**config.mk**
```make
export PLATFORM = sky130hd
export DESIGN_NAME = vend_sequencer
export DESIGN_NICKNAME = d
export VERILOG_FILES = /design/src/rtl/vend_pkg.sv /design/src/rtl/vend_payout.sv /design/src/rtl/vend_sequencer.sv
export SDC_FILE = /design/constraint.sdc
export NUM_CORES = 1
export LEC_CHECK = 0
export CAP_MARGIN = 20
export CORE_MARGIN = 2
export CORE_UTILIZATION = 35
export CTS_CLUSTER_DIAMETER = 80
export DETAILED_ROUTE_END_ITERATION = 12
export GPL_ROUTABILITY_DRIVEN = 0
export PLACE_DENSITY = 0.6
export RECOVER_POWER = 100
export SYNTH_ARGS = -nofsm -noshare
export SYNTH_HDL_FRONTEND = slang
export SYNTH_HIERARCHICAL = 1
export SYNTH_SLANG_ARGS = --single-unit
```
**constraint.sdc**
```tcl
create_clock -name clock -period 4.1 [get_ports clock]
set_clock_uncertainty 0.2 [all_clocks]
set_input_delay 0.82 -clock clock [delete_from_list [all_inputs] [get_ports clock]]
set_output_delay 0.82 -clock clock [all_outputs]
set_load 0.005 [all_outputs]
```
**src/rtl/vend_pkg.sv**
```systemverilog
// vend_pkg: shared controller state type, coin codes, coin unit and coin-code to value helper
package vend_pkg;

    typedef enum logic [1:0] {IDLE, DISPENSE, CHANGE} state_t;

    localparam logic [1:0] COIN5    = 2'b00;
    localparam logic [1:0] COIN10   = 2'b01;
    localparam logic [1:0] COIN20   = 2'b10;
    localparam logic [1:0] COIN_BAD = 2'b11;

    localparam int COIN_UNIT = 5;

    function automatic logic [5:0] coin_value(input logic [1:0] code);
        return code == COIN5 ? 6'd5 : code == COIN10 ? 6'd10 : code == COIN20 ? 6'd20 : 6'd0;
    endfunction

endpackage

```
**src/rtl/vend_payout.sv**
```systemverilog
// vend_payout: hopper handshake that pays out the loaded credit one 5 tk coin per ack
// Ports: clock, reset (sync, active-high); start/load capture the amount to refund;
//        hopper_req/hopper_ack handshake; remain is the unpaid amount; done marks the last ack.
module vend_payout
    import vend_pkg::*;
#(
    parameter int CREDIT_W = 8
) (
    input  logic                clock,
    input  logic                reset,
    input  logic                start,
    input  logic [CREDIT_W-1:0] load,
    input  logic                hopper_ack,
    output logic                hopper_req,
    output logic [CREDIT_W-1:0] remain,
    output logic                done
);

    assign done = hopper_req && hopper_ack && remain == CREDIT_W'(COIN_UNIT);

    always_ff @(posedge clock)
        if (reset) begin
            hopper_req <= 1'b0;
            remain     <= '0;
        end else if (start) begin
            hopper_req <= 1'b1;
            remain     <= load;
        end else if (hopper_req && hopper_ack) begin
            hopper_req <= !done;
            remain     <= remain - CREDIT_W'(COIN_UNIT);
        end

endmodule

```
**src/rtl/vend_sequencer.sv**
```systemverilog
// vend_sequencer: vending controller accumulating credit, arbitrating selections, sequencing dispense then change
// Ports: clock, reset (sync, active-high); coin_valid/coin_code, sel_valid/sel_id, cancel from the front end;
//        disp_req/disp_id/disp_ack to the motor; hopper_req/hopper_ack to the change hopper;
//        credit, busy, coin_reject and insufficient as registered status.
// Optional macro AUTO_REFUND_EN: refunds all credit after TIMEOUT_CYC idle cycles.
module vend_sequencer
    import vend_pkg::*;
#(
    parameter int PRICE0      = 15,
    parameter int PRICE1      = 20,
    parameter int PRICE2      = 25,
    parameter int PRICE3      = 40,
    parameter int CREDIT_W    = 8,
    parameter int MAX_CREDIT  = 100,
    parameter int TIMEOUT_CYC = 1000
) (
    input  logic                clock,
    input  logic                reset,
    input  logic                coin_valid,
    input  logic [1:0]          coin_code,
    input  logic                sel_valid,
    input  logic [1:0]          sel_id,
    input  logic                cancel,
    input  logic                disp_ack,
    input  logic                hopper_ack,
    output logic                disp_req,
    output logic [1:0]          disp_id,
    output logic                hopper_req,
    output logic [CREDIT_W-1:0] credit,
    output logic                busy,
    output logic                coin_reject,
    output logic                insufficient
);

    if (PRICE0 % 5 != 0 || PRICE1 % 5 != 0 || PRICE2 % 5 != 0 || PRICE3 % 5 != 0 ||
        MAX_CREDIT >= (1 << CREDIT_W) || TIMEOUT_CYC < 1) begin : g_bad_cfg
        $fatal(1, "vend_sequencer: prices must be multiples of 5 and MAX_CREDIT must fit CREDIT_W");
    end

    function automatic logic [CREDIT_W-1:0] price_of(input logic [1:0] id);
        return id == 2'd0 ? CREDIT_W'(PRICE0) : id == 2'd1 ? CREDIT_W'(PRICE1) :
               id == 2'd2 ? CREDIT_W'(PRICE2) : CREDIT_W'(PRICE3);
    endfunction

    state_t              state, next_state;
    logic [CREDIT_W-1:0] credit_q, next_credit, price, remain;
    logic [CREDIT_W:0]   coin_sum;
    logic [1:0]          next_disp_id;
    logic                coin_ok, next_reject, next_insufficient, start, done, timeout;

`ifdef AUTO_REFUND_EN
    localparam int CNT_W = $clog2(TIMEOUT_CYC + 1);
    logic [CNT_W-1:0] idle_cnt;
    logic             idle_wait;
    assign idle_wait = state == IDLE && credit_q != '0 && !(coin_valid || sel_valid || cancel);
    assign timeout   = idle_wait && idle_cnt == CNT_W'(TIMEOUT_CYC - 1);
    always_ff @(posedge clock)
        if (reset)
            idle_cnt <= '0;
        else
            idle_cnt <= idle_wait && !timeout ? idle_cnt + CNT_W'(1) : '0;
`else
    assign timeout = 1'b0;
`endif

    // While paying out, the payout block owns the live credit value.
    assign credit = state == CHANGE ? remain : credit_q;

    always_comb begin
        coin_sum          = {1'b0, credit_q} + (CREDIT_W+1)'(coin_value(coin_code));
        coin_ok           = coin_code != COIN_BAD && coin_sum <= (CREDIT_W+1)'(MAX_CREDIT);
        price             = price_of(sel_id);
        next_state        = state;
        next_credit       = credit_q;
        next_disp_id      = disp_id;
        next_insufficient = 1'b0;
        case (state)
            IDLE:
                if (cancel)
                    next_state = credit_q != '0 ? CHANGE : IDLE;
                else if (sel_valid && credit_q >= price) begin
                    next_credit  = credit_q - price;
                    next_disp_id = sel_id;
                    next_state   = DISPENSE;
                end else if (sel_valid)
                    next_insufficient = 1'b1;
                else if (coin_valid && coin_ok)
                    next_credit = coin_sum[CREDIT_W-1:0];
                else if (timeout)
                    next_state = CHANGE;
            DISPENSE:
                if (disp_ack)
                    next_state = credit_q != '0 ? CHANGE : IDLE;
            CHANGE: begin
                next_credit = '0;
                if (done)
                    next_state = IDLE;
            end
            default: next_state = IDLE;
        endcase
        // Any coin not credited this cycle goes back to the customer.
        next_reject = coin_valid && (state != IDLE || cancel || sel_valid || !coin_ok);
        start       = state != CHANGE && next_state == CHANGE;
    end

    always_ff @(posedge clock)
        if (reset) begin
            state        <= IDLE;
            credit_q     <= '0;
            disp_id      <= '0;
            disp_req     <= 1'b0;
            busy         <= 1'b0;
            coin_reject  <= 1'b0;
            insufficient <= 1'b0;
        end else begin
            state        <= next_state;
            credit_q     <= next_credit;
            disp_id      <= next_disp_id;
            disp_req     <= next_state == DISPENSE;
            busy         <= next_state != IDLE;
            coin_reject  <= next_reject;
            insufficient <= next_insufficient;
        end

    vend_payout #(.CREDIT_W(CREDIT_W)) payout (
        .clock      (clock),
        .reset      (reset),
        .start      (start),
        .load       (next_credit),
        .hopper_ack (hopper_ack),
        .hopper_req (hopper_req),
        .remain     (remain),
        .done       (done)
    );

endmodule

```
=== Word level (Yosys, flattened, before mapping) ===
Index checks and enable logic that the tools add are counted.

* Register bits after elaboration: 25
* Input port bits: 11
* Output and inout port bits: 15

* Add/subtract/negate cells: 3
* $lt $le $gt $ge: 2
* Equality and inequality tests: 11
* Multiplexer cells: 23
* Bitwise logic cells: 2
* Reductions and logical operators: 21

{| class="wikitable"
|+ Operators with widths
! kind !! count
|-
| two-way mux 8 bit || 7
|-
| two-way mux 6 bit || 3
|-
| one-hot mux 8 bit (2 select lines) || 1
|-
| two-way mux 5 bit || 3
|-
| two-way mux 2 bit || 5
|-
| adder 8 x 5 -> 9 bit || 1
|-
| <= comparator 9 x 7 -> 1 bit, second input constant || 1
|-
| equality test 2 x 1 -> 1 bit, second input constant || 4
|-
| equality test 2 bit, second input constant || 4
|-
| equality test 8 x 3 -> 1 bit, second input constant || 1
|-
| greater-or-equal comparator 8 x 6 -> 1 bit || 1
|-
| nonzero test 8 bit || 1
|-
| subtractor 8 x 3 -> 8 bit, second input constant || 1
|-
| subtractor 8 x 6 -> 8 bit || 1
|-
| logical AND 1 bit || 7
|-
| zero test 2 bit || 3
|-
| one-hot mux 2 bit (3 select lines) || 1
|-
| nonzero test 2 bit || 3
|-
| != test 2 bit, second input constant || 2
|-
| OR reduction 4 bit || 1
|-
| logical OR 1 bit || 3
|-
| two-way mux 1 bit || 3
|-
| AND reduction 3 bit || 1
|-
| zero test 1 bit || 2
|-
| NOT 1 bit || 2
|}

=== Depth between registers and ports, before layout ===
Gate-level depths: netlist of run 1.

* Depth in word-level cells: 14
* Depth in mapped cells: 13
* Gate-level depth less buffers: 13

=== Modules after synthesis ===
Netlist of run 1, hierarchy kept.

{| class="wikitable"
|+ Modules (own cells, without submodules)
! module !! instances !! cells an instance !! area each (µm²) !! seq. area each (µm²)
|-
| vend_sequencer || 1 || 241 || 1,843.0 || 320.3
|-
| vend_payout || 1 || 59 || 506.7 || 180.2
|}

=== Worst setup path after synthesis of run 1 ===
No wires, ideal clock.

* Kind: in2reg
* From: input sel_id[1]
* To: register payout.remain[4]
* Setup time: 0.095 ns
* Data arrival time: 3.228 ns
* Setup slack: 0.576 ns
* Cell stages on the path: 13
* Cell sequence: inv_1 > ha_1 > inv_1 > fa_1 > a21o_1 > a311o_1 > a21oi_2 > or2_2 > o221a_2 > o221ai_1 > nand3_1 > inv_1 > a221oi_1

* Elaborated cells between the ends (all ways): 19

{| class="wikitable"
|+ RTL lines
! element !! line !! source
|-
| start: declaration || vend_sequencer.sv:22 || <nowiki>input logic [1:0] sel_id,</nowiki>
|-
| equality test 2 bit || vend_sequencer.sv:42 || <nowiki>id == 2'd2 ? CREDIT_W'(PRICE2) : CREDIT_W'(PRICE3);</nowiki>
|-
| two-way mux 6 bit || vend_sequencer.sv:42 ||
|-
| two-way mux 6 bit || vend_sequencer.sv:41 || <nowiki>return id == 2'd0 ? CREDIT_W'(PRICE0) : id == 2'd1 ? CREDIT_W'(PRICE1) :</nowiki>
|-
| two-way mux 6 bit (*) || vend_sequencer.sv:41 ||
|-
| greater-or-equal comparator 8 x 6 -> 1 bit || vend_sequencer.sv:81 || <nowiki>else if (sel_valid && credit_q >= price) begin</nowiki>
|-
| logical AND 1 bit || vend_sequencer.sv:81 ||
|-
| two-way mux 8 bit (*) || vend_sequencer.sv:81 ||
|-
| two-way mux 8 bit (*) || vend_sequencer.sv:79 || <nowiki>if (cancel)</nowiki>
|-
| one-hot mux 8 bit (2 select lines) (*) || vend_sequencer.sv:77 || <nowiki>case (state)</nowiki>
|-
| net next_credit[4] || vend_sequencer.sv:46 || <nowiki>logic [CREDIT_W-1:0] credit_q, next_credit, price, remain;</nowiki>
|-
| two-way mux 8 bit (*) || vend_payout.sv:25 || <nowiki>end else if (start) begin</nowiki>
|-
| end signal: assignment || vend_payout.sv:27 || <nowiki>remain <= load;</nowiki>
|-
| end signal: assignment || vend_payout.sv:30 || <nowiki>remain <= remain - CREDIT_W'(COIN_UNIT);</nowiki>
|-
| end: declaration || vend_payout.sv:15 || <nowiki>output logic [CREDIT_W-1:0] remain,</nowiki>
|}

The timed path passes the listed nets; every way through them passes the cells marked *.
A chain may end at the register's enable or synchronous reset.

=== Worst setup path in the final report of run 1 ===
* From: input coin_code[0]
* To: register payout.remain[1]

* Longest elaborated chain between the ends: 14
* Elaborated cells between the ends (all ways): 17

{| class="wikitable"
|+ RTL lines
! element !! line !! source
|-
| start: declaration || vend_sequencer.sv:20 || <nowiki>input logic [1:0] coin_code,</nowiki>
|-
| equality test 2 bit || vend_pkg.sv:14 || <nowiki>return code == COIN5 ? 6'd5 : code == COIN10 ? 6'd10 : code == COIN20 ? 6'd20 : 6'd0;</nowiki>
|-
| two-way mux 5 bit (3 in a row) || vend_pkg.sv:14 ||
|-
| adder 8 x 5 -> 9 bit || vend_sequencer.sv:70 || <nowiki>coin_sum = {1'b0, credit_q} + (CREDIT_W+1)'(coin_value(coin_code));</nowiki>
|-
| <= comparator 9 x 7 -> 1 bit || vend_sequencer.sv:71 || <nowiki>coin_ok = coin_code != COIN_BAD && coin_sum <= (CREDIT_W+1)'(MAX_CREDIT);</nowiki>
|-
| logical AND 1 bit || vend_sequencer.sv:71 ||
|-
| logical AND 1 bit || vend_sequencer.sv:87 || <nowiki>else if (coin_valid && coin_ok)</nowiki>
|-
| two-way mux 8 bit (*) || vend_sequencer.sv:87 ||
|-
| two-way mux 8 bit (*) || vend_sequencer.sv:85 || <nowiki>end else if (sel_valid)</nowiki>
|-
| two-way mux 8 bit (*) || vend_sequencer.sv:81 ||
|-
| two-way mux 8 bit (*) || vend_sequencer.sv:79 ||
|-
| one-hot mux 8 bit (2 select lines) (*) || vend_sequencer.sv:77 ||
|-
| net next_credit[1] || vend_sequencer.sv:46 ||
|-
| two-way mux 8 bit (*) || vend_payout.sv:25 ||
|}

Marks and branches as above.

==> results.md, run 1 <==
GRT:
- Entering global routing, the biggest net connects 17 pins.
- The number of global-route vias before repair was 2473.
- The wire length of the first global-routing pass is 11900 µm.
- The aggregate global-route resource usage is 19.9%.
- The aggregate global routing overflow is 0.
- The number of antenna violations at the first check in global routing is 0.

Floorplan:
- After floorplanning, the core was divided into 29 placement rows.
- The y dimension of the die is 85.9 µm.
- The area enclosed by the die boundary is 7380 µm².
- The effective utilization at floorplan is 36.6%.
- The die outline width is 85.9 µm.
- The area inside the core boundary is 6420 µm².
- 26 I/O pins were placed.

Yosys:
- The number of cells produced by synthesis is 300.
- The synthesized design contains 0 enable-type register cells.
- Each instance of the synthesized netlist takes up on average 7.83 µm².
- During synthesis, Yosys emitted a total of 6 warnings.
- The compound-cell area share of the yosys netlist is 34.9%.
- Of the post-synthesis cell area, the part taken by muxes is 3.25%.
- After synthesis, the cell types taking the most area are sky130_fd_sc_hd__dfxtp_1, sky130_fd_sc_hd__ha_1, sky130_fd_sc_hd__nand2_1.
- Counting flops and latches in the post-synthesis netlist gives 25.
- The sequential fraction of the synthesis area is 21.3%.
- The cell type contributing the most total cell area after synthesis is sky130_fd_sc_hd__dfxtp_1.
- After synthesis the cells add up to 2350 µm².
- The proportion of netlist area held by the largest area contributor is 21.3%.
- The share of synthesized flip-flops with an asynchronous set or reset is 0%.
- The combinational family with the most area after synthesis is compound AO/OA/AOI/OAI gates.
- The simple-gate portion of the synthesized area is 23.2%.
- The synthesized netlist devotes 9.37% of its cell area to adder and majority cells.
- Summing the areas of all xor and xnor instances in the mapped netlist gives 2.98% of the synthesized area.
- Counting every net in the synthesized netlist gives 328.
- The post-synthesis cell type count is 69.
- In the synthesized netlist the dominant register cell turns out to be sky130_fd_sc_hd__dfxtp_1.

STA:
- The final setup violation count is 0.
- The worst path uses 93.9% of the clock period.
- Setup repair after global routing left no endpoint under its margin.
- The max-slew headroom at the worst pin is 49.6%.
- Setup total negative slack on the finished layout was measured at 0 ps.
- The setup slack after layout is 250 ps.
- Static timing analysis puts the maximum clock frequency at 260 MHz.
- The transition time at the pin with the least slew margin is 754 ps.
- The post-layout minimum cycle time is 3850 ps.
- On the final layout, the worst hold slack is 288 ps.
- The number of endpoints with negative hold slack in the final report is 0.
- The max-slew violation count came to 0.

CTS:
- After clock tree synthesis, the clock-pin slew on the worst setup and hold paths is 100 ps.
- The CTS tree is yes.
- The total number of H-tree levels is 1.
- The total clock sinks is 25.
- The clock passes through at most 2 buffers.
- The number of CTS-inserted buffers is 3.
- The tree is rooted in a sky130_fd_sc_hd__clkbuf_8.
- The clock reaches the later pin of the worst-skew pair after 280 ps.
- In this run the post-CTS setup repair buffer count came out at 0.

Min path:
- The worst hold path was traced through 2 stages.
- The path class of the tightest hold or removal check is flip-flop to flip-flop.

Setup path:
- The worst path arrival time is 3800 ps.
- The endpoint class of the critical path is a flip-flop.
- The dominant cell type by count on the critical path is sky130_fd_sc_hd__ha_1.
- The maximum net fanout on the critical path is 5.
- The number of cells traversed by the worst register-to-register path is 13.
- For the worst setup path, the data required time is 4050 ps.
- The largest single stage delay on the critical path is 540 ps.
- The slowest stage cell on the critical path is sky130_fd_sc_hd__clkdlybuf4s50_1.
- STA classifies the critical path startpoint as an input port.
- The signal on the critical path passes through clkdlybuf4s50_1, nor2_1, ha_1, ha_1, o21ai_1, a211oi_2, or4_1, a21oi_2, o32ai_1, clkbuf_1, a31oi_2, o22ai_1, nand2_1, a21oi_1.
- The critical path class is input port to flip-flop.

Power and ir drop:
- The maximum VDD drop is 278 µV.
- The total power density per cell area is 590 nW/µm².
- The leakage power is 1.21 nW.
- The final total power is 1.78 mW.

Placement:
- The placed cell area is 2950 µm².
- The number of buffers added on ports is 25.
- The sum of net half-perimeters after detailed placement is 5640 µm.
- Before CTS, the worst setup slack after placement is -113 ps.

Routing:
- For this block, the via count after detailed routing is 2545.
- Once detail routing completed, the nets flagged for antenna violations numbered 0.
- In the routed design, unresolved DRC markers number 0.
- For this block, the routed nets add up to 7210 µm of wire.
- The detailed router finished its first iteration with 166 violations.
- In the routed layout, each cell is associated on average with a via count of 5.85.
- The number of iterations in the first detailed-routing pass is 5.
- The average wire per standard cell is 16.6 µm.

Final layout:
- The net count of the finished layout is 387.
- The final design instance area without fill is 3020 µm².
- The share of layout cells above drive strength 1 is 17.3%.
- The antenna cell count is 0.
- The signed area change from the synthesized netlist to the final layout is 28.6%.
- The layout has 647 filler cells.

Run status:
- The run finished with clean final reports.

Run:
- The tool flagged a number of max-cap violations equal to 0.
worst max-delay path, delay by kind of cell:
kind / cells / cell delay (ps)
compound gates: 7 / 1120
buf+inv: 2 / 710
simple gates: 3 / 710
fa+ha+maj: 2 / 420
registers in the layout, summed over array words and instances (netlist names):
register           flops
credit_q               8
payout/remain          8
disp_id                2
state                  2
busy                   1
coin_reject            1
disp_req               1
insufficient           1
payout/hopper_req      1
cell usage in the layout, fill, tap and decap left out, types with 3 or more instances in the layout:
cell	netlist	final
sky130_fd_sc_hd__or3_1	4	4
sky130_fd_sc_hd__o21ai_0	13	14
sky130_fd_sc_hd__and2_1	3	3
sky130_fd_sc_hd__o21a_1	3	3
sky130_fd_sc_hd__nand2b_1	5	5
sky130_fd_sc_hd__nand4b_1	3	3
sky130_fd_sc_hd__clkbuf_8	0	3
sky130_fd_sc_hd__o21ai_1	5	4
sky130_fd_sc_hd__a311oi_1	3	3
sky130_fd_sc_hd__nand3_1	9	9
sky130_fd_sc_hd__ha_1	16	16
sky130_fd_sc_hd__nand2_1	22	22
sky130_fd_sc_hd__a21oi_1	16	16
sky130_fd_sc_hd__xnor2_1	6	6
sky130_fd_sc_hd__a21o_1	3	3
sky130_fd_sc_hd__dlygate4sd3_1	0	17
sky130_fd_sc_hd__nor3_1	6	6
sky130_fd_sc_hd__or4_1	3	3
sky130_fd_sc_hd__buf_4	0	35
sky130_fd_sc_hd__o211ai_1	3	3
sky130_fd_sc_hd__o41ai_1	3	3
sky130_fd_sc_hd__inv_1	21	21
sky130_fd_sc_hd__a211oi_1	4	4
sky130_fd_sc_hd__o32ai_1	5	6
sky130_fd_sc_hd__o22ai_1	6	6
sky130_fd_sc_hd__clkdlybuf4s50_1	0	8
sky130_fd_sc_hd__a31oi_1	11	10
sky130_fd_sc_hd__nor2b_1	8	7
sky130_fd_sc_hd__mux2_2	5	5
sky130_fd_sc_hd__nor4_1	4	4
sky130_fd_sc_hd__nand3b_1	3	3
sky130_fd_sc_hd__dfxtp_1	25	25
sky130_fd_sc_hd__o31ai_1	7	7
sky130_fd_sc_hd__nor2_1	17	17
sky130_fd_sc_hd__clkbuf_1	7	3
final cells by class:
type	instances	area (µm²)	area share, %
Clock buffer	3	41.3	1.37
Clock inverter	1	8.76	0.290
Inverter	21	78.8	2.61
Multi-Input combinational cell	244	1770	58.4
Sequential cell	25	500	16.6
Tap cell	77	96.3	3.19
Timing Repair Buffer	64	532	17.6
synth_stat cells (all sizes together), types with 3 or more instances:
cell     n
or2      4
or4      3
o211ai   3
o41ai    3
o31ai    7
clkbuf   8
o311ai   3
dfxtp   25
mux2     5
a311oi   3
xnor2    6
and2     3
o22ai    6
nor2b    8
nor4     4
nand3    9
or3      4
inv     21
a31oi   11
a21o     3
o32ai    6
nand2b   6
nand3b   3
nor2    17
o21ai   18
nand4b   3
nor3     6
o21a     3
ha      16
a21oi   19
a211oi   5
nand2   22
power breakdown:
part / internal (mW) / switching, mW / total, mW
sequential: 0.328 / 0.118 / 0.446
combinational: 0.544 / 0.631 / 1.18
clock: 0.0714 / 0.0910 / 0.162
total: 0.944 / 0.840 / 1.78
logic make-up (layout without fill, tap and decap cells):
kind of cell	after synthesis	in the layout
buffers and inverters	31	89
adder cells (fa/ha/maj)	17	17
AO/OA/AOI/OAI	112	112
flip-flops	25	25
AND/OR/NAND/NOR	100	100
multiplexers	7	7
XOR/XNOR	8	8
path summary, 6_finish.rpt:
kind | start | end | slack (ps)
setup reg to reg | credit_q[0] | payout/remain[4] | 810
setup / recovery | coin_code[0] | payout/remain[1] | 250
hold reg to reg | disp_id[1] | disp_id[1] | 290
hold / removal | disp_id[1] | disp_id[1] | 290
what timing repair did:
action / 4_1_cts / 5_1_grt
hold buffers: 0 / 0
endpoints found under the setup margin: 0 / 7
gates resized for setup: 0 / 6
through the flow:
step	utilization [%]	cells
floorplan	-	300
global placement	45.9	431
detailed placement	45.9	431
CTS	46.7	435
global route	47.1	435
finish	47.1	435
routing by layer:
layer	vias to the layer above	wire length [µm]	GRT usage [%]
met5	-	0	0
met4	0	112	4.62
met3	10	382	2.79
met2	67	3390	33.5
met1	1191	3330	26.7
li1	1277	-	-
No activity file was read; power rests on OpenSTA's default activity.
==> run 2: changes to the inputs <==
--- a/config.mk
+++ b/config.mk
@@ -5,7 +5,6 @@
 export SDC_FILE = /design/constraint.sdc
 export NUM_CORES = 1
 export LEC_CHECK = 0
-export CAP_MARGIN = 20
 export CORE_MARGIN = 2
 export CORE_UTILIZATION = 35
 export CTS_CLUSTER_DIAMETER = 80
==> constraint.sdc (replaced) <==
create_clock -name clock -period 4.1 [get_ports clock]
set_clock_uncertainty 0.2 [all_clocks]
set_input_delay 0.82 -clock clock [delete_from_list [all_inputs] [get_ports clock]]
set_output_delay 0.82 -clock clock [all_outputs]
set_load 0.1 [all_outputs]
==> results.md, run 2 (same netlist as run 1, synthesis figures left out) <==
Min path:
- The destination of the worst hold path is disp_id[1] (unchanged).
- The worst min-delay path startpoint was disp_id[1] (unchanged).
- The worst hold path stage count was 2 (unchanged).
- The classification of the worst-slack hold path is flip-flop to flip-flop (unchanged).

CTS:
- The total number of H-tree levels is 1 (unchanged).
- The CTS tree was yes (unchanged).
- The maximum clock insertion buffer count came to 2 (unchanged).
- The total clock sinks is 25 (unchanged).
- The number of CTS-inserted buffers was 3 (unchanged).
- The post-CTS setup-driven buffer insertion count is 0 (unchanged).
- The clock latency reported for the late side of the worst-skew pair is 270 ps (was 280 ps).
- The buffer cell driving the clock tree root is sky130_fd_sc_hd__clkbuf_8 (unchanged).
- The post-CTS clock slew at the launch and capture registers of the worst setup and hold paths came to 100 ps (about the same).

STA:
- Unrepaired setup endpoints after global routing: no (unchanged).
- The post-layout minimum cycle time is 3920 ps (was 3850 ps).
- The number of endpoints with negative hold slack in the final report is 0 (unchanged).
- The final critical-path share of the clock period came to 95.5% (was 93.9%).
- The max-slew headroom at the worst pin is 22.9% (was 49.6%).
- The setup TNS came to 0 ps (unchanged).
- The transition time at the pin with the least slew margin is 1160 ps (was 754 ps).
- The final setup violation count is 0 (unchanged).
- The max-slew violation count is 0 (unchanged).
- The peak clock frequency supported by timing is 255 MHz (was 260 MHz).

Power and ir drop:
- The maximum VDD drop came to 380 µV (was 278 µV).
- The total power density per cell area came to 713 nW/µm² (was 590 nW/µm²).
- The leakage power is 1.16 nW (was 1.21 nW).

Routing:
- The routed wire length is 7240 µm (was 7210 µm).
- The number of iterations in the first detailed-routing pass was 5 (unchanged).
- The average wire per standard cell is 16.7 µm (was 16.6 µm).
- The remaining number of nets flagged by the antenna check after routing is 0 (unchanged).
- The total DRC errors in the routed layout is 0 (unchanged).
- The routed via count divided by cell count was 5.94 (was 5.85).
- The via count is 2573 (was 2545).
- The number of design-rule violations left by the first detailed-router iteration was 162 (was 166).

GRT:
- The aggregate global-route resource usage is 20.3% (was 19.9%).
- The aggregate global routing overflow was 0 (unchanged).
- The number of antenna violations at the first check in global routing is 0 (unchanged).
- The pin count of the biggest net entering global routing is 17 (unchanged).
- The number of global-route vias before repair is 2514 (was 2473).
- The wire length of the first global-routing pass was 12100 µm (was 11900 µm).

Setup path:
- The worst path arrival time is 3910 ps (was 3800 ps).
- The number of cells traversed by the worst register-to-register path was 13 (unchanged).
- Chain of cells forming the critical path: clkdlybuf4s50_1, inv_1, ha_1, inv_1, ha_1, nor2b_1, o211a_1, o311ai_1, nand2_1, or4b_1, a31o_2, nand2_1, nor2_1, a311oi_1 (was clkdlybuf4s50_1, nor2_1, ha_1, ha_1, o21ai_1, a211oi_2, or4_1, a21oi_2, o32ai_1, clkbuf_1, a31oi_2, o22ai_1, nand2_1, a21oi_1).
- The startpoint kind of the worst setup timing path is an input port (unchanged).
- The critical path class is input port to flip-flop (unchanged).
- The slowest stage cell on the critical path is sky130_fd_sc_hd__or4b_1 (was sky130_fd_sc_hd__clkdlybuf4s50_1).
- The reg-to-reg critical path endpoint is payout/remain[4] (unchanged).
- The beginning of the worst register-to-register path is credit_q[0] (unchanged).
- The highest cell delay on the worst timing path is 510 ps (was 540 ps).
- The register-to-register setup slack is 830 ps (was 810 ps).
- The endpoint class of the critical path is a flip-flop (unchanged).
- The maximum net fanout on the critical path is 2 (was 5).
- The data required time at the worst endpoint came to 4090 ps (was 4050 ps).

Run status:
- Run status: completed (unchanged).

Floorplan:
- The number of placed I/O pins is 26 (unchanged).
- The area enclosed by the die boundary is 7380 µm² (unchanged).
- The die outline width is 85.9 µm (unchanged).
- The effective utilization at floorplan is 36.6% (unchanged).
- The y dimension of the die is 85.9 µm (unchanged).
- The row count is 29 (unchanged).
- The area inside the core boundary is 6420 µm² (unchanged).

Placement:
- The number of buffers added on ports was 25 (unchanged).
- The placed cell area is 2920 µm² (was 2950 µm²).
- The sum of net half-perimeters after detailed placement is 5670 µm (was 5640 µm).

Final layout:
- The most frequent standard cell in the layout excluding fill and tap cells is sky130_fd_sc_hd__buf_4 (unchanged).
- The final design instance area without fill is 2940 µm² (was 3020 µm²).
- Largest registers: credit_q (8), payout/remain (8) (unchanged).
- The signed area change from the synthesized netlist to the final layout was 24.9% (was 28.6%).
- The antenna cell count is 0 (unchanged).
- The net count of the finished layout was 385 (was 387).
- The share of layout cells above drive strength 1 was 17.1% (was 17.3%).
- The area of combinational cells with multiple inputs was 1740 µm² (was 1770 µm²).
- The area taken by flip-flops and latches is 500 µm² (unchanged).
- The filler cell count in the final layout is 657 (was 647).
- Most frequent cells in the layout: sky130_fd_sc_hd__buf_4, sky130_fd_sc_hd__dfxtp_1, sky130_fd_sc_hd__nand2_1, sky130_fd_sc_hd__inv_1, sky130_fd_sc_hd__nor2_1 (was sky130_fd_sc_hd__buf_4, sky130_fd_sc_hd__dfxtp_1, sky130_fd_sc_hd__nand2_1, sky130_fd_sc_hd__inv_1).

Run:
- The max-cap check violation count is 0 (unchanged).
run 2: metal layers:
metal | GRT usage [%] | wire length, µm | share of wire (%)
met5 | 0 | 0 | 0
met4 | 5.77 | 66 | 0.91
met3 | 2.50 | 304 | 4.2
met2 | 34.8 | 3540 | 49
met1 | 26.5 | 3330 | 46
run 2: timing repair:
action                     CTS  global route
hold buffers                 0             0
setup endpoints to repair    0             5
hold endpoints to repair     0             0
resized for setup            0             2
run 2: power breakdown:
part / switching (mW) / leakage [nW] / internal, mW
clock: 0.0865 / 0.0217 / 0.0690
sequential: 0.123 / 0.206 / 0.328
combinational: 0.980 / 0.936 / 0.506
run 2: cell type report:
class	instances	area share (%)
multi-input cells	244	59.3
flip-flops and latches	25	17.1
repair buffers	62	16.0
well taps	77	3.28
inverters	21	2.69
clock buffers	3	1.41
clock inverters	1	0.256
run 2: critical path, delay by kind of cell:
family          cells  cell delay [ps]
fa+ha+maj           2              450
simple gates        5              880
buf+inv             3              630
compound gates      4             1120
run 2: worst max path at each step:
| stage | start | endpoint | slack [ps] | cells after the start |
|---|---|---|---|---|
| 3_3_place_gp | sel_id[0] | payout/remain[7] | -130 | 14 |
| 2_1_floorplan | state[1] | credit[0] | 260 | 3 |
| 4_1_cts | sel_id[0] | payout/remain[7] | 180 | 14 |
| 3_5_place_dp | sel_id[0] | payout/remain[7] | -110 | 14 |
| 6_report | sel_id[0] | payout/remain[7] | 180 | 14 |
| 5_1_grt | sel_id[0] | payout/remain[7] | 20 | 14 |
run 2: stage by stage:
stage | instances | power, mW | hold slack, ps | worst slack, ps | utilization, %
final | 433 | 2.09 | 290 | 184 | 45.7
after floorplan | 300 | 1.53 | 275 | 259 | -
after global placement | 429 | 1.96 | 271 | -130 | 45.4
after detailed placement | 429 | 1.97 | 273 | -105 | 45.4
after CTS | 433 | 2.13 | 297 | 181 | 46.2
after global routing | 433 | 2.25 | 349 | 17.4 | 45.7
==> run 3: changes to the inputs <==
--- a/config.mk
+++ b/config.mk
@@ -11,7 +11,7 @@
 export DETAILED_ROUTE_END_ITERATION = 12
 export GPL_ROUTABILITY_DRIVEN = 0
 export PLACE_DENSITY = 0.6
-export RECOVER_POWER = 100
+export RECOVER_POWER = 25
 export SYNTH_ARGS = -nofsm -noshare
 export SYNTH_HDL_FRONTEND = slang
 export SYNTH_HIERARCHICAL = 1
==> results.md, run 3 (same netlist as run 1, synthesis figures left out) <==
Run status:
- Run status: completed (unchanged).

Floorplan:
- The area enclosed by the die boundary is 7380 µm² (unchanged).
- The number of placed I/O pins is 26 (unchanged).
- The y dimension of the die is 85.9 µm (unchanged).
- The die outline width was 85.9 µm (unchanged).
- The area inside the core boundary is 6420 µm² (unchanged).
- The row count is 29 (unchanged).
- The effective utilization at floorplan is 36.6% (unchanged).

Routing:
- The number of iterations in the first detailed-routing pass was 4 (was 5).
- The routed wire length is 7320 µm (was 7240 µm).
- The remaining number of nets flagged by the antenna check after routing came to 0 (unchanged).
- The number of design-rule violations left by the first detailed-router iteration is 168 (was 162).
- The via count is 2552 (was 2573).
- The routed via count divided by cell count is 5.89 (was 5.94).
- The total DRC errors in the routed layout is 0 (unchanged).
- The average wire per standard cell is 16.9 µm (was 16.7 µm).

Power and ir drop:
- The net load switching power is 1.20 mW (was 1.19 mW).
- The sequential cell fraction of total power was 21.4% (was 21.5%).
- The maximum VDD drop is 385 µV (was 380 µV).
- The final total power is 2.13 mW (was 2.09 mW).
- The net switching share of the total power is 56.2% (was 56.8%).
- The leakage power is 1.19 nW (was 1.16 nW).
- The relative contribution of the clock network to total power is 7.3% (was 7.4%).
- The total power density per cell area is 717 nW/µm² (was 713 nW/µm²).
- The internal power contribution is 0.931 mW (was 0.903 mW).
- The relative contribution of combinational cells to total power was 71.3% (was 71.0%).

Final layout:
- The share of layout cells above drive strength 1 is 19.4% (was 17.1%).
- The net count of the finished layout is 385 (unchanged).
- Most frequent cells in the layout: sky130_fd_sc_hd__buf_4, sky130_fd_sc_hd__dfxtp_1, sky130_fd_sc_hd__nand2_1, sky130_fd_sc_hd__inv_1, sky130_fd_sc_hd__nor2_1 (unchanged).
- The final design instance area without fill is 2970 µm² (was 2940 µm²).
- The antenna cell count came to 0 (unchanged).
- The most frequent standard cell in the layout excluding fill and tap cells is sky130_fd_sc_hd__buf_4 (unchanged).
- Largest registers: credit_q (8), payout/remain (8) (unchanged).
- The signed area change from the synthesized netlist to the final layout is 26.4% (was 24.9%).
- The filler cell count in the final layout was 651 (was 657).

CTS:
- The total number of H-tree levels is 1 (unchanged).
- The clock latency reported for the late side of the worst-skew pair is 270 ps (about the same).
- The number of CTS-inserted buffers is 3 (unchanged).
- The post-CTS clock slew at the launch and capture registers of the worst setup and hold paths is 100 ps (about the same).
- The buffer cell driving the clock tree root is sky130_fd_sc_hd__clkbuf_8 (unchanged).
- The number of hold buffers added after cts came to 0 (unchanged).
- The total clock sinks came to 25 (unchanged).
- The CTS tree is yes (unchanged).
- The maximum clock insertion buffer count came to 2 (unchanged).

Setup path:
- The startpoint kind of the worst setup timing path is an input port (unchanged).
- The data required time at the worst endpoint was 4090 ps (about the same).
- The slowest stage cell on the critical path is sky130_fd_sc_hd__or4b_1 (unchanged).
- Chain of cells forming the critical path: clkdlybuf4s50_1, inv_1, ha_1, inv_1, ha_1, nor2b_1, o211a_1, o311ai_1, nand2_1, or4b_1, a31o_2, nand2_1, nor2_1, a311oi_1 (unchanged).
- The critical path class is input port to flip-flop (unchanged).
- The maximum net fanout on the critical path is 2 (unchanged).
- The endpoint class of the critical path is a flip-flop (unchanged).
- The highest cell delay on the worst timing path is 510 ps (about the same).
- The worst path arrival time is 3900 ps (was 3910 ps).

GRT:
- The pin count of the biggest net entering global routing is 17 (unchanged).
- The aggregate global-route resource usage is 20.3% (unchanged).
- The number of global-route vias before repair is 2514 (unchanged).
- The number of antenna violations at the first check in global routing is 0 (unchanged).
- The wire length of the first global-routing pass is 12100 µm (unchanged).
- The aggregate global routing overflow is 0 (unchanged).

STA:
- The final critical-path share of the clock period is 95.3% (was 95.5%).
- The max-slew headroom at the worst pin is 23.1% (was 22.9%).
- The number of endpoints with negative hold slack in the final report is 0 (unchanged).
- The max-slew violation count came to 0 (unchanged).
- The final setup violation count is 0 (unchanged).
- Unrepaired setup endpoints after global routing: no (unchanged).
- The transition time at the pin with the least slew margin is 1160 ps (about the same).
- The peak clock frequency supported by timing is 256 MHz (was 255 MHz).
- The post-layout minimum cycle time came to 3910 ps (was 3920 ps).

Run:
- The max-cap check violation count is 0 (unchanged).

Placement:
- The number of buffers added on ports is 25 (unchanged).
- The placed cell area is 2920 µm² (unchanged).
- The sum of net half-perimeters after detailed placement is 5670 µm (unchanged).

Min path:
- The classification of the worst-slack hold path is flip-flop to flip-flop (unchanged).
-- run 3: cell types whose count changed in the layout (fill, tap and decap cells not counted) --
cell                       previous run  this run
sky130_fd_sc_hd__buf_4               33        44
sky130_fd_sc_hd__clkbuf_1             8         1
sky130_fd_sc_hd__clkbuf_2             3         0
sky130_fd_sc_hd__clkbuf_4             1         0
sky130_fd_sc_hd__mux2_1               1         0
sky130_fd_sc_hd__mux2_2               4         5
sky130_fd_sc_hd__o21ai_0             14        13
sky130_fd_sc_hd__o21ai_1              4         5
-- run 3: routing by layer --
layer / vias up / track usage [%] / part of all wire (%)
met5: - / 0 / 0
met4: 0 / 5.77 / 0.75
met3: 4 / 2.50 / 5.4
met2: 63 / 34.8 / 48
met1: 1214 / 26.5 / 45
li1: 1271 / - / -
-- run 3: per-stage QoR --
stage	hold slack, ps	setup TNS, ps	worst slack (ps)	utilization (%)	cells
detailed placement	273	-364	-105	45.4	429
CTS	297	0	181	46.2	433
global route	349	0	15.0	46.2	433
finish	290	0	191	46.2	433
floorplan	275	0	259	-	300
global placement	271	-130	-130	45.4	429
-- run 3: repair_timing --
action	4_1_cts	5_1_grt
setup endpoints to repair	0	5
setup buffers	0	0
gates resized for setup	0	2
-- run 3: worst paths after layout --
check                   start                to  slack, ps  cells after the start
hold / removal     disp_id[1]        disp_id[1]        290                      2
setup reg to reg  credit_q[0]  payout/remain[0]        770                     14
hold reg to reg    disp_id[1]        disp_id[1]        290                      2
setup / recovery    sel_id[0]  payout/remain[7]        190                     14
-- run 3: cell type report --
cell class	instances	area [µm²]	share of cell area (%)
multi-input combinational	244	1740	58.6
timing repair buffer	62	504	17.0
sequential	25	500	16.9
tap	77	96.3	3.24
inverter	21	78.8	2.65
clock buffer	3	41.3	1.39
clock inverter	1	7.51	0.253
-- run 3: critical path: cells and delay by family --
| kind | cells | cell delay (ps) |
|---|---|---|
| AO/OA/AOI/OAI | 4 | 1110 |
| AND/OR/NAND/NOR | 5 | 880 |
| buffers and inverters | 3 | 630 |
| adder cells (fa/ha/maj) | 2 | 450 |
-- run 3: power by group through the flow --
stage | sequential, mW | clock (mW) | combinational (mW)
finish | 0.455 | 0.155 | 1.52
global route | 0.468 | 0.170 | 1.64
CTS | 0.450 | 0.160 | 1.52
detailed placement | 0.456 | 0 | 1.51
global placement | 0.456 | 0 | 1.50
floorplan | 0.518 | 0 | 1.01
